$ cat src/rtl/axis_packet_fifo_pkg.sv
// Shared types and helpers for the AXI4-Stream packet FIFO.
// Holds the packet-mode state encoding and the pointer-width helper.
package axis_packet_fifo_pkg;

   typedef enum logic {
      ST_PASS = 1'b0,
      ST_DROP = 1'b1
   } fifo_state_t;

   localparam int DROP_CNT_W = 16;

   // Pointers carry one extra wrap bit beyond the address.
   function automatic int ptr_w(input int depth);
      return $clog2(depth) + 1;
   endfunction

endpackage

$ cat src/rtl/axis_fifo_ram.sv
// Simple dual-port RAM with a registered read port.
// Ports: aclk; wr_en/wr_addr/wr_data write port; rd_en/rd_addr/rd_data read port.
module axis_fifo_ram #(
   parameter int WIDTH = 8,
   parameter int DEPTH = 16
) (
   input  logic                     aclk,
   input  logic                     wr_en,
   input  logic [$clog2(DEPTH)-1:0] wr_addr,
   input  logic [WIDTH-1:0]         wr_data,
   input  logic                     rd_en,
   input  logic [$clog2(DEPTH)-1:0] rd_addr,
   output logic [WIDTH-1:0]         rd_data
);

   logic [WIDTH-1:0] mem [DEPTH];

   always_ff @(posedge aclk) begin
      if (wr_en) begin
         mem[wr_addr] <= wr_data;
      end
      if (rd_en) begin
         rd_data <= mem[rd_addr];
      end
   end

endmodule

$ cat src/rtl/axis_packet_fifo.sv
// AXI4-Stream FIFO, cut-through or store-and-forward with oversize drop.
// Ports: aclk/areset; s_axis_* in; m_axis_* out; status_count/drop/drop_cnt.
module axis_packet_fifo
   import axis_packet_fifo_pkg::*;
#(
   parameter int TDATA_WIDTH          = 4,
   parameter int TID_WIDTH            = 1,
   parameter int TDEST_WIDTH          = 1,
   parameter int TUSER_WIDTH_PER_BYTE = 1,
   parameter int DEPTH                = 16,
   parameter int PACKET_MODE          = 0
) (
   input  logic                                        aclk,
   input  logic                                        areset,
   input  logic                                        s_axis_tvalid,
   output logic                                        s_axis_tready,
   input  logic [TDATA_WIDTH*8-1:0]                    s_axis_tdata,
   input  logic [TDATA_WIDTH-1:0]                      s_axis_tstrb,
   input  logic [TDATA_WIDTH-1:0]                      s_axis_tkeep,
   input  logic                                        s_axis_tlast,
   input  logic [TID_WIDTH-1:0]                        s_axis_tid,
   input  logic [TDEST_WIDTH-1:0]                      s_axis_tdest,
   input  logic [TDATA_WIDTH*TUSER_WIDTH_PER_BYTE-1:0] s_axis_tuser,
   output logic                                        m_axis_tvalid,
   input  logic                                        m_axis_tready,
   output logic [TDATA_WIDTH*8-1:0]                    m_axis_tdata,
   output logic [TDATA_WIDTH-1:0]                      m_axis_tstrb,
   output logic [TDATA_WIDTH-1:0]                      m_axis_tkeep,
   output logic                                        m_axis_tlast,
   output logic [TID_WIDTH-1:0]                        m_axis_tid,
   output logic [TDEST_WIDTH-1:0]                      m_axis_tdest,
   output logic [TDATA_WIDTH*TUSER_WIDTH_PER_BYTE-1:0] m_axis_tuser,
   output logic [$clog2(DEPTH):0]                      status_count,
   output logic                                        status_drop,
   output logic [DROP_CNT_W-1:0]                       status_drop_cnt
);

   localparam int AW = $clog2(DEPTH);
   localparam int PW = ptr_w(DEPTH);
   localparam int DW = TDATA_WIDTH * 8;
   localparam int SW = TDATA_WIDTH;
   localparam int UW = TDATA_WIDTH * TUSER_WIDTH_PER_BYTE;
   localparam int WW = DW + 2 * SW + 1 + TID_WIDTH + TDEST_WIDTH + UW;
   localparam logic [PW-1:0] FULL = PW'(DEPTH);

   logic [PW-1:0] wr_ptr, rd_ptr, commit_ptr;
   logic [PW-1:0] count, pkt_len;
   fifo_state_t   state, state_nxt;
   logic          s_hs, m_hs;
   logic          wr_en, rd_en, drop_now, commit_now;
   logic          readable, out_load;
   logic          ram_vld, out_vld;
   logic [WW-1:0] s_word, ram_q, out_q;
   logic          drop_q;
   logic [DROP_CNT_W-1:0] drop_cnt;

   assign s_word = {s_axis_tuser, s_axis_tdest, s_axis_tid,
                    s_axis_tlast, s_axis_tkeep, s_axis_tstrb,
                    s_axis_tdata};

   // Ready depends only on registered state.  In packet mode a frame
   // that has filled the buffer must keep flowing so it can be dropped.
   always_comb begin
      s_axis_tready = (count != FULL);
      if (PACKET_MODE != 0) begin
         s_axis_tready = (count != FULL) || (state == ST_DROP) ||
                         (pkt_len == FULL);
      end
   end

   assign s_hs = s_axis_tvalid && s_axis_tready;
   assign m_hs = out_vld && m_axis_tready;

   always_comb begin
      state_nxt  = state;
      wr_en      = 1'b0;
      drop_now   = 1'b0;
      commit_now = 1'b0;
      if (PACKET_MODE == 0) begin
         wr_en = s_hs;
      end else begin
         unique case (state)
            ST_PASS: begin
               if (s_hs) begin
                  if (pkt_len == FULL) begin
                     drop_now = 1'b1;
                     if (!s_axis_tlast) begin
                        state_nxt = ST_DROP;
                     end
                  end else begin
                     wr_en      = 1'b1;
                     commit_now = s_axis_tlast;
                  end
               end
            end
            ST_DROP: begin
               if (s_hs && s_axis_tlast) begin
                  state_nxt = ST_PASS;
               end
            end
         endcase
      end
   end

   always_ff @(posedge aclk) begin
      if (areset) begin
         state <= ST_PASS;
      end else begin
         state <= state_nxt;
      end
   end

   always_ff @(posedge aclk) begin
      if (areset) begin
         wr_ptr     <= '0;
         commit_ptr <= '0;
         pkt_len    <= '0;
         count      <= '0;
         drop_q     <= 1'b0;
         drop_cnt   <= '0;
      end else begin
         if (drop_now) begin
            wr_ptr <= commit_ptr;
         end else if (wr_en) begin
            wr_ptr <= wr_ptr + PW'(1);
         end

         if (PACKET_MODE == 0) begin
            commit_ptr <= wr_ptr + PW'(wr_en);
         end else if (commit_now) begin
            commit_ptr <= wr_ptr + PW'(1);
         end

         if (PACKET_MODE == 0 || drop_now || commit_now) begin
            pkt_len <= '0;
         end else if (wr_en) begin
            pkt_len <= pkt_len + PW'(1);
         end

         // A dropped frame gives back every beat it had written.
         count <= count + PW'(wr_en) - PW'(m_hs) -
                  (drop_now ? pkt_len : '0);

         drop_q <= drop_now;
         if (drop_now && drop_cnt != '1) begin
            drop_cnt <= drop_cnt + 1'b1;
         end
      end
   end

   // Two-stage read: RAM read register, then the output register.
   assign readable = (PACKET_MODE != 0) ? (rd_ptr != commit_ptr)
                                        : (rd_ptr != wr_ptr);
   assign out_load = ram_vld && (!out_vld || m_axis_tready);
   assign rd_en    = readable && (!ram_vld || out_load);

   always_ff @(posedge aclk) begin
      if (areset) begin
         rd_ptr  <= '0;
         ram_vld <= 1'b0;
         out_vld <= 1'b0;
         out_q   <= '0;
      end else begin
         rd_ptr  <= rd_ptr + PW'(rd_en);
         ram_vld <= rd_en || (ram_vld && !out_load);
         if (out_load) begin
            out_vld <= 1'b1;
            out_q   <= ram_q;
         end else if (m_axis_tready) begin
            out_vld <= 1'b0;
         end
      end
   end

   axis_fifo_ram #(
      .WIDTH (WW),
      .DEPTH (DEPTH)
   ) u_ram (
      .aclk    (aclk),
      .wr_en   (wr_en),
      .wr_addr (wr_ptr[AW-1:0]),
      .wr_data (s_word),
      .rd_en   (rd_en),
      .rd_addr (rd_ptr[AW-1:0]),
      .rd_data (ram_q)
   );

   assign m_axis_tvalid = out_vld;
   assign {m_axis_tuser, m_axis_tdest, m_axis_tid, m_axis_tlast,
           m_axis_tkeep, m_axis_tstrb, m_axis_tdata} = out_q;

   assign status_count    = count;
   assign status_drop     = drop_q;
   assign status_drop_cnt = drop_cnt;

endmodule

$ cat config.mk
export PLATFORM = sky130hd
export DESIGN_NAME = axis_packet_fifo
export DESIGN_NICKNAME = d
export VERILOG_FILES = /design/src/rtl/axis_packet_fifo_pkg.sv /design/src/rtl/axis_fifo_ram.sv /design/src/rtl/axis_packet_fifo.sv
export SDC_FILE = /design/constraint.sdc
export NUM_CORES = 1
export LEC_CHECK = 0
export BUFFER_PORTS_ARGS = -buffer_cell sky130_fd_sc_hd__clkbuf_2
export CAP_MARGIN = 20
export CELL_PAD_IN_SITES_DETAIL_PLACEMENT = 2
export CELL_PAD_IN_SITES_GLOBAL_PLACEMENT = 2
export CORE_MARGIN = 2
export CORE_UTILIZATION = 40
export CTS_BUF_LIST = sky130_fd_sc_hd__clkbuf_8
export DETAILED_ROUTE_END_ITERATION = 10
export PLACE_DENSITY = 0.64
export SLEW_MARGIN = 20
export SYNTH_ARGS = -nofsm -noshare
export SYNTH_HDL_FRONTEND = slang
export SYNTH_SLANG_ARGS = --single-unit
$ cat constraint.sdc
create_clock -name aclk -period 5.87 [get_ports aclk]
set_input_delay 1.174 -clock aclk [delete_from_list [all_inputs] [get_ports aclk]]
set_output_delay 1.174 -clock aclk [all_outputs]
set_load 0.01 [all_outputs]
==> flow_summary_export.csv, run 1 <==
group,metric,value,unit
worst_setup_path,cp_cell_sequence,"inv_1 -> ha_1 -> nand4bb_1 -> and2_1 -> nand2_1 -> nor2_4 -> buf_4",
global_route,grt_max_degree,131,
status,outcome,"complete, no violations",
yosys,yosys.area_share.xor_xnor,0.373,%
yosys,synth.area.top_cells,"edfxtp_1, mux4_2, mux2i_1, dfxtp_1, mux4_1",
hold_path,min_path_type,"reg -> reg",
drt,post_drt_wl_per_cell,30.2,um
yosys,synth_cells,1644,
drt,route.final.wire_length,91600,um
drt,viasPerCell,5.59,
job,cap_violations,0,
worst_setup_path,cp-end-kind,"flop",
sta,finalCritPeriodShare,56.6,%
yosys,synth_top_cell_area_share,73.0,%
cts,cts_root_buf,"clkbuf_8",
placement,place_congestion,0.727,
power,p_per_area,430,nW/um^2
sta,max_slew.worst_pin.slew,1.13,ns
final_layout,fin_nets,1901,
drt,ant_nets,0,
hold_path,holdPathStages,2,
yosys,synth_top_cell_by_area,"edfxtp_1",
placement,dp_hpwl,50300,um
final_layout,n_fill_cell,7471,
die,core,81700,um^2
cts,cts_buffer_depth,3,
sta,slew_violations,0,
yosys,synth_mux_area_share,14.3,%
worst_setup_path,path_class,"reg -> reg",
sta,skew,0.0349,ns
cts,cts_hold_buffers,0,
worst_setup_path,start_kind,"flop",
worst_setup_path,r2r_setup_slack,2.55,ns
global_route,grt_usage,21.9,%
sta,hold_viol_final,0,
yosys,yosys.area_share.simple,1.92,%
yosys,synth-compound-area-share,3.92,%
sta,setup-tns-final,0,ns
final_layout,post-route-util,45.8,%
yosys,ys_seq_elements,863,
global_route,grt_pass1_wl,134000,um
drt,vias,16919,
die,die_w,291,um
cts,cts_tree,"built",
worst_setup_path,critPathRequiredTime,6.29,ns
final_layout,drive_gt1_share,23.6,%
power,ir_worst_vdd,304,uV
cts,htreeDepth,4,
cts,path_clk_slew,0.05,ns
die,die_area,84500,um^2
worst_setup_path,crit_slowest_cell,"nor2_4",
sta,grt_setup_unrepaired,"false",
cts,clkSinkCount,863,
sta,min_period,3.32,ns
yosys,synth_top_family_by_area,"multiplexers",
cts,post_cts_resized,0,
yosys,synth.distinct_cells,33,
sta,slew_headroom,24.9,%
yosys,netlist_area,32900,um^2
yosys,synth.avg_cell_area,20.0,um^2
global_route,antenna_found_initial,2,
cts,postCtsSetupRepairBufs,0,
final_layout,area_growth,13.9,%
die,start_util,40.2,%
cts,clk_latency,0.79,ns
worst_setup_path,reg2reg_depth,7,
power,leakagePower,11.9,nW
yosys,yosysSeqAreaShare,76.9,%
die,die-height,291,um
placement,dpl.cell_count,2755,
sta,holdWs,0.453,ns
drt,detail_route.iter0.violations,1265,
global_route,grt_overflow,0,
worst_setup_path,cp.arrival,3.74,ns
placement,io_buffer_count,104,
worst_setup_path,critPathMaxStageDelay,0.91,ns
die,rows,105,
global_route,grt_pass1_vias,18874,
die,io_pins,122,
drt,drc,0,
yosys,synth_fa_ha_area_share,0.518,%
yosys,ys_warn_count,0,
final_layout,instances_no_fill,3028,
cts,numCtsBuffers,147,
sta,clock.fmax,0.301,GHz
sta,setup_violations,0,
drt,drt_pass1_iterations,7,
worst_setup_path,worstPathMaxFanout,27,
-- cell usage after synthesis --
library cell and instances:
a21o_1 1, a21oi_1 54, a22oi_1 47, a32oi_1 47
and2_1 3, and3_1 1, buf_1 6, buf_2 38
buf_4 25, buf_6 10, clkbuf_1 32, clkbuf_4 1
conb_1 1, dfxtp_1 64, edfxtp_1 799, fa_1 1
ha_1 12, inv_1 9, mux2i_1 141, mux4_1 30
mux4_2 111, nand2_1 101, nand2b_1 3, nand3_1 5
nand4bb_1 1, nor2_1 24, nor2b_1 7, nor3_1 5
o21ai_0 2, o21ai_1 47, or3_1 2, xnor2_1 7
xor2_1 7
-- metal layers --
| layer | track usage, % | share of wire (%) | up-vias |
|---|---|---|---|
| li1 | - | - | 7097 |
| met1 | 29.4 | 43 | 9104 |
| met2 | 36.0 | 49 | 567 |
| met3 | 4.65 | 5.3 | 149 |
| met4 | 6.58 | 2.1 | 2 |
| met5 | 0 | 0.0087 | - |
-- area by class of cell --
class / count / area, um^2 / share of cell area [%]
antenna: 3 / 7.51 / 0.0201
clock buffer: 160 / 2200 / 5.88
clock inverter: 107 / 546 / 1.46
inverter: 9 / 33.8 / 0.0902
multi-input combinational: 676 / 7120 / 19.0
sequential: 863 / 25300 / 67.5
tap: 1070 / 1340 / 3.58
timing repair buffer: 140 / 901 / 2.41
-- through the flow --
step	worst slack [ns]	total power [mW]	cell area, um^2
floorplan	0.543	9.85	32900
global placement	2.24	10.9	34600
detailed placement	2.06	11.1	34600
CTS	2.49	16.3	37400
global route	2.38	16.8	37400
finish	2.55	16.1	37400
-- worst max-delay path: cells and delay by family (launching register included) --
family	cells	cell delay (ns)
fa+ha+maj	1	0.18
flops	1	0.37
buf+inv	2	0.61
simple gates	4	1.74
-- flip-flops by register name (all words and copies together) (netlist names) --
register       count
status_count       5
ram_vld            1
wr_ptr             5
u_ram.mem        752
out_q             47
m_axis_tvalid      1
rd_ptr             5
u_ram.rd_data     47
-- power breakdown --
part	switching (mW)	total [mW]	internal, mW
sequential	0.328	7.66	7.33
combinational	1.95	3.28	1.33
clock	2.52	5.17	2.65
-- cell usage in the layout (no fill, tap or decap), drive strengths merged, types with 2 or more instances in the layout --
cell type,count
a32oi,47
bufinv,3
or3,2
dfxtp,64
a22oi,47
nor2b,7
o21ai,49
clkinv,43
conb,17
xor2,7
and2,3
buf,37
xnor2,7
nor2,24
inv,68
mux2i,141
edfxtp,799
clkbuf,263
nand3,5
diode,3
nor3,5
mux4,141
nand2,101
a21oi,54
ha,12
nand2b,3
clkinvlp,2
-- worst paths after layout --
check                                    end                  startpoint
setup / recovery  u_ram.mem[4][14]$_DFFE_PP_  status_count[3]$_SDFF_PP0_
hold / removal         out_q[6]$_SDFFE_PP0P_       out_q[6]$_SDFFE_PP0P_
setup reg to reg  u_ram.mem[4][14]$_DFFE_PP_  status_count[3]$_SDFF_PP0_
hold reg to reg        out_q[6]$_SDFFE_PP0P_       out_q[6]$_SDFFE_PP0P_
-- cells by family (layout without fill, tap and decap cells) --
family | Yosys count | count (layout)
compound gates | 198 | 198
xor+xnor | 14 | 14
fa+ha+maj | 13 | 13
buf+inv | 121 | 416
flops | 863 | 863
mux | 282 | 282
other cells | 1 | 20
simple gates | 152 | 152
Note: power is estimated with default switching activity, not from simulation.
==> inputs of run 2 (changes only) <==
Settings changed: PLACE_DENSITY 0.64 to 0.67.
Clock period 5.87 ns to 2.75 ns, I/O delays scaled along.
==> flow_summary_export.csv, run 2 (synthesis results as in run 1) <==
group,metric,value,unit
worst_setup_path,cp_cell_sequence,"inv_1 -> ha_1 -> nand4bb_1 -> and2_4 -> inv_1 -> ha_1 -> inv_1 -> ha_1 -> fa_2 -> a21oi_1 -> nor2_1 -> or3_1 -> a21oi_1",
die,die-height,291,um
power,p_per_area,900,nW/um^2
worst_setup_path,r2r_setup_slack,0.18,ns
die,start_util,40.2,%
sta,max_slew.worst_pin.slew,0.966,ns
placement,dp_hpwl,49500,um
global_route,grt_pass1_wl,136000,um
final_layout,layout_commonest_cell,"edfxtp_1",
final_layout,seqCellArea,25300,um^2
die,rows,105,
final_layout,drive_gt1_share,24.6,%
worst_setup_path,worstPathMaxFanout,3,
drt,drt_pass1_iterations,5,
worst_setup_path,critPathRequiredTime,3.46,ns
final_layout,reg_top3,"u_ram.mem x752, out_q x47, u_ram.rd_data x47",
placement,placed_cell_area,35200,um^2
die,core,81700,um^2
drt,viasPerCell,5.57,
drt,route.final.wire_length,93200,um
placement,place_congestion,0.709,
final_layout,n_fill_cell,7410,
job,cap_violations,0,
final_layout,post-route-util,46.3,%
placement,io_buffer_count,104,
status,outcome,"complete, no violations",
drt,ant_nets,0,
sta,hold_viol_final,0,
final_layout,largest_reg_flops,752,
final_layout,fin_nets,1919,
worst_setup_path,start_kind,"flop",
die,die_area,84500,um^2
sta,finalCritPeriodShare,93.4,%
global_route,antenna_found_initial,7,
cts,clkSinkCount,863,
sta,grt_setup_unrepaired,"false",
cts,cts_hold_buffers,0,
global_route,grt_overflow,0,
power,ir_worst_vdd,636,uV
cts,postCtsSetupRepairBufs,0,
sta,clock.fmax,0.389,GHz
final_layout,regMostFlops,"u_ram.mem",
drt,drc,0,
cts,numCtsBuffers,145,
sta,setup_violations,0,
die,die_w,291,um
global_route,grt_pass1_vias,19323,
sta,slew_violations,0,
sta,min_period,2.57,ns
worst_setup_path,cp.arrival,3.28,ns
final_layout,final_cell_mix,"edfxtp_1, clkbuf_8, mux2i_1, mux4_2, clkbuf_2",
final_layout,multi_input_area,7160,um^2
final_layout,area_growth,15.1,%
worst_setup_path,cp-end-kind,"flop",
cts,cts_root_buf,"clkbuf_8",
global_route,grt_max_degree,72,
sta,skew,0.0277,ns
drt,post_drt_wl_per_cell,30.6,um
worst_setup_path,critPathMaxStageDelay,0.38,ns
cts,path_clk_slew,0.06,ns
cts,cts_buffer_depth,3,
worst_setup_path,path_class,"reg -> reg",
cts,cts_tree,"built",
drt,detail_route.iter0.violations,1431,
sta,slew_headroom,35.6,%
global_route,grt_usage,22.2,%
power,leakagePower,12.0,nW
drt,vias,16995,
die,io_pins,122,
cts,clk_latency,0.78,ns
worst_setup_path,crit_slowest_cell,"fa_2",
cts,htreeDepth,4,
hold_path,min_path_type,"in -> reg",
final_layout,final_area,37800,um^2
run 2: changes by cell type in the layout (fill, tap and decap cells not counted), sizes merged:
cell / change
buf: +20
clkinv: +15
inv: -8
clkbuf: -7
bufinv: -1
clkinvlp: +1
diode: +1
run 2: what timing repair did:
action / 4_1_cts / 5_1_grt
endpoints found under the setup margin: 0 / 1
resized for setup: 0 / 2
endpoints found under the hold margin: 0 / 0
run 2: metrics by stage:
step	hold WS [ns]	instances	TNS, ns	power, mW	worst slack [ns]
after CTS	0.124	3045	0	34.5	0.0674
after global placement	0.445	2778	0	23.3	0.139
final	0.192	3049	0	34.1	0.181
after global routing	0.176	3048	0	35.6	0.00516
after detailed placement	0.455	2778	0	23.7	0.0905
after floorplan	0.470	1660	-52.92	21.0	-0.152
run 2: cell type report:
type / count / share of cell area [%]
flip-flops and latches: 863 / 66.8
multi-input cells: 676 / 18.9
clock buffers: 153 / 5.57
repair buffers: 160 / 3.55
well taps: 1070 / 3.54
clock inverters: 114 / 1.47
inverters: 9 / 0.0893
diodes: 4 / 0.0265
run 2: worst max-delay path, delay by kind of cell, from the launching register on:
family                   cells  cell delay, ns
AO/OA/AOI/OAI                2            0.28
adder cells (fa/ha/maj)      4            1.03
buffers and inverters        3            0.15
flip-flops                   1            0.34
AND/OR/NAND/NOR              4            0.68
run 2: final timing paths:
| check | depth (start not counted) | endpoint | from |
|---|---|---|---|
| setup / recovery | 13 | status_count[4]$_SDFF_PP0_ | status_count[2]$_SDFF_PP0_ |
| hold reg to reg | 2 | out_q[3]$_SDFFE_PP0P_ | out_q[3]$_SDFFE_PP0P_ |
| setup reg to reg | 13 | status_count[4]$_SDFF_PP0_ | status_count[2]$_SDFF_PP0_ |
| hold / removal | 4 | wr_ptr[3]$_SDFFE_PP0N_ | s_axis_tvalid |
run 2: report_power, final:
part | leakage, nW | switching (mW) | internal (mW)
Sequential | 7.77 | 0.558 | 15.6
Clock | 1.53 | 5.30 | 5.37
Combinational | 2.68 | 4.19 | 2.99
Total | 12.0 | 10.0 | 24.0
run 2: per-layer routing:
metal	part of all wire [%]	GRT usage (%)	up-vias
met5	0.054	0	-
met2	50	37.4	551
met3	4.8	4.21	168
li1	-	-	7141
met4	2.3	7.04	8
met1	43	29.4	9127
==> inputs of run 3 (changes only) <==
Settings changed: CTS_BUF_LIST sky130_fd_sc_hd__clkbuf_8 to sky130_fd_sc_hd__clkbuf_8 sky130_fd_sc_hd__clkbuf_16.
==> flow_summary_export.csv, run 3 (synthesis results as in run 1) <==
group,metric,value,unit
worst_setup_path,critPathRequiredTime,3.31,ns
sta,holdWs,0.329,ns
cts,clkSinkCount,863,
cts,numCtsBuffers,91,
final_layout,regMostFlops,"u_ram.mem",
placement,dp_hpwl,49500,um
sta,min_period,2.57,ns
power,p_per_area,945,nW/um^2
power,internal_power,26.1,mW
placement,io_buffer_count,104,
global_route,grt_pass1_wl,137000,um
worst_setup_path,cp_cell_sequence,"inv_1 -> ha_1 -> nand4bb_1 -> and2_4 -> inv_1 -> ha_1 -> inv_1 -> ha_1 -> fa_2 -> a21oi_1 -> nor2_1 -> or3_1 -> a21oi_1",
drt,route.final.wire_length,94900,um
global_route,grt_pass1_vias,18896,
global_route,grt_max_degree,72,
cts,postCtsSetupRepairBufs,0,
global_route,grt_usage,22.5,%
final_layout,reg_top3,"u_ram.mem x752, out_q x47, u_ram.rd_data x47",
worst_setup_path,cp.arrival,3.13,ns
sta,max_slew.worst_pin.slew,0.970,ns
power,ir_worst_vdd,715,uV
hold_path,min_path_type,"in -> reg",
cts,htreeDepth,3,
drt,drc,0,
die,die_area,84500,um^2
final_layout,drive_gt1_share,23.0,%
worst_setup_path,r2r_setup_slack,0.18,ns
final_layout,largest_reg_flops,752,
drt,detail_route.iter0.violations,1290,
power,leakagePower,12.0,nW
power,p_seq_share,44.9,%
worst_setup_path,start_kind,"flop",
sta,setup_violations,0,
power,p_clk_share,35.0,%
sta,slew_violations,0,
final_layout,layout_commonest_cell,"edfxtp_1",
worst_setup_path,cp-end-kind,"flop",
status,outcome,"complete, no violations",
global_route,antenna_found_initial,7,
die,core,81700,um^2
die,rows,105,
die,start_util,40.2,%
die,io_pins,122,
sta,clock.fmax,0.389,GHz
worst_setup_path,r2r_start,"status_count[2]$_SDFF_PP0_",
drt,viasPerCell,5.77,
cts,cts_tree,"built",
worst_setup_path,reg2reg_depth,13,
power,combPwrFrac,20.1,%
cts,cts_buffer_depth,3,
placement,place_congestion,0.709,
final_layout,fin_nets,1865,
final_layout,final_cell_mix,"edfxtp_1, mux2i_1, mux4_2, clkbuf_2, nand2_1",
sta,slew_headroom,35.3,%
sta,grt_setup_unrepaired,"false",
worst_setup_path,critPathMaxStageDelay,0.38,ns
cts,cts_root_buf,"clkbuf_16",
worst_setup_path,crit_slowest_cell,"fa_2",
final_layout,final_area,38200,um^2
final_layout,post-route-util,46.7,%
sta,hold_viol_final,0,
power,p_switching,9.99,mW
worst_setup_path,startpoint,"status_count[2]$_SDFF_PP0_",
placement,placed_cell_area,35200,um^2
worst_setup_path,worstPathMaxFanout,3,
final_layout,n_fill_cell,7400,
hold_path,holdPathStages,1,
drt,drt_pass1_iterations,7,
cts,clk_latency,0.63,ns
worst_setup_path,cp-endpoint,"status_count[4]$_SDFF_PP0_",
job,cap_violations,0,
cts,path_clk_slew,0.07,ns
power,p_sw_share,27.7,%
drt,post_drt_wl_per_cell,32.3,um
sta,skew,0.0203,ns
worst_setup_path,worst_r2r_endpoint,"status_count[4]$_SDFF_PP0_",
drt,ant_nets,0,
global_route,grt_overflow,0,
die,die-height,291,um
die,die_w,291,um
final_layout,area_growth,16.2,%
drt,vias,16968,
sta,finalCritPeriodShare,93.5,%
power,total_power,36.1,mW
worst_setup_path,path_class,"reg -> reg",
## run 3: what timing repair did
item                                    in CTS  in global routing
hold buffers                                 0                  0
gates resized for setup                      0                  2
endpoints found under the setup margin       0                  1
## run 3: metrics by stage
stage                     setup slack [ns]  setup TNS, ns  std cells
after global placement               0.139              0       2778
after global routing               0.00674              0       2941
final                                0.179              0       2941
after CTS                           0.0682              0       2940
after floorplan                     -0.152         -52.92       1660
after detailed placement            0.0905              0       2778
## run 3: layout make-up
type	instances	area (um^2)	area share, %
inverters	9	33.8	0.0885
flip-flops and latches	863	25300	66.2
well taps	1070	1340	3.51
diodes	1	2.50	0.00655
multi-input cells	676	7160	18.7
clock inverters	62	579	1.52
repair buffers	160	1340	3.51
clock buffers	100	2450	6.41
## run 3: worst min-delay path by stage
stage,start,to,slack (ns)
2_1_floorplan,wr_ptr[4]$_SDFFE_PP0N_,wr_ptr[4]$_SDFFE_PP0N_,0.47
4_1_cts,s_axis_tdata[21],u_ram.mem[9][21]$_DFFE_PP_,0.31
6_report,s_axis_tdata[12],u_ram.mem[4][12]$_DFFE_PP_,0.33
3_3_place_gp,out_q[35]$_SDFFE_PP0P_,out_q[35]$_SDFFE_PP0P_,0.44
3_5_place_dp,out_q[3]$_SDFFE_PP0P_,out_q[3]$_SDFFE_PP0P_,0.45
5_1_grt,s_axis_tdata[13],u_ram.mem[3][13]$_DFFE_PP_,0.36
## run 3: power by group through the flow
stage | clock network, mW | logic, mW | registers (mW)
global route | 13.3 | 7.82 | 16.3
floorplan | 0 | 4.73 | 16.3
detailed placement | 0 | 7.26 | 16.5
CTS | 12.9 | 7.37 | 16.2
global placement | 0 | 6.91 | 16.4
finish | 12.6 | 7.24 | 16.2
## run 3: worst max-delay path: cells and delay by family (launching register included)
family	cells	cell delay, ns
buffers and inverters	3	0.15
adders and majority gates	4	1.03
AOI/OAI and AO/OA	2	0.28
DFF	1	0.34
and+or+nand+nor	4	0.68
## run 3: routing by layer
| layer | routed length [um] | GRT usage [%] | vias to the layer above |
|---|---|---|---|
| met2 | 47800 | 38.1 | 599 |
| met1 | 39900 | 29.8 | 9184 |
| met4 | 2520 | 7.13 | 10 |
| met3 | 4620 | 3.73 | 181 |
| li1 | - | - | 6994 |
| met5 | 64 | 0 | - |
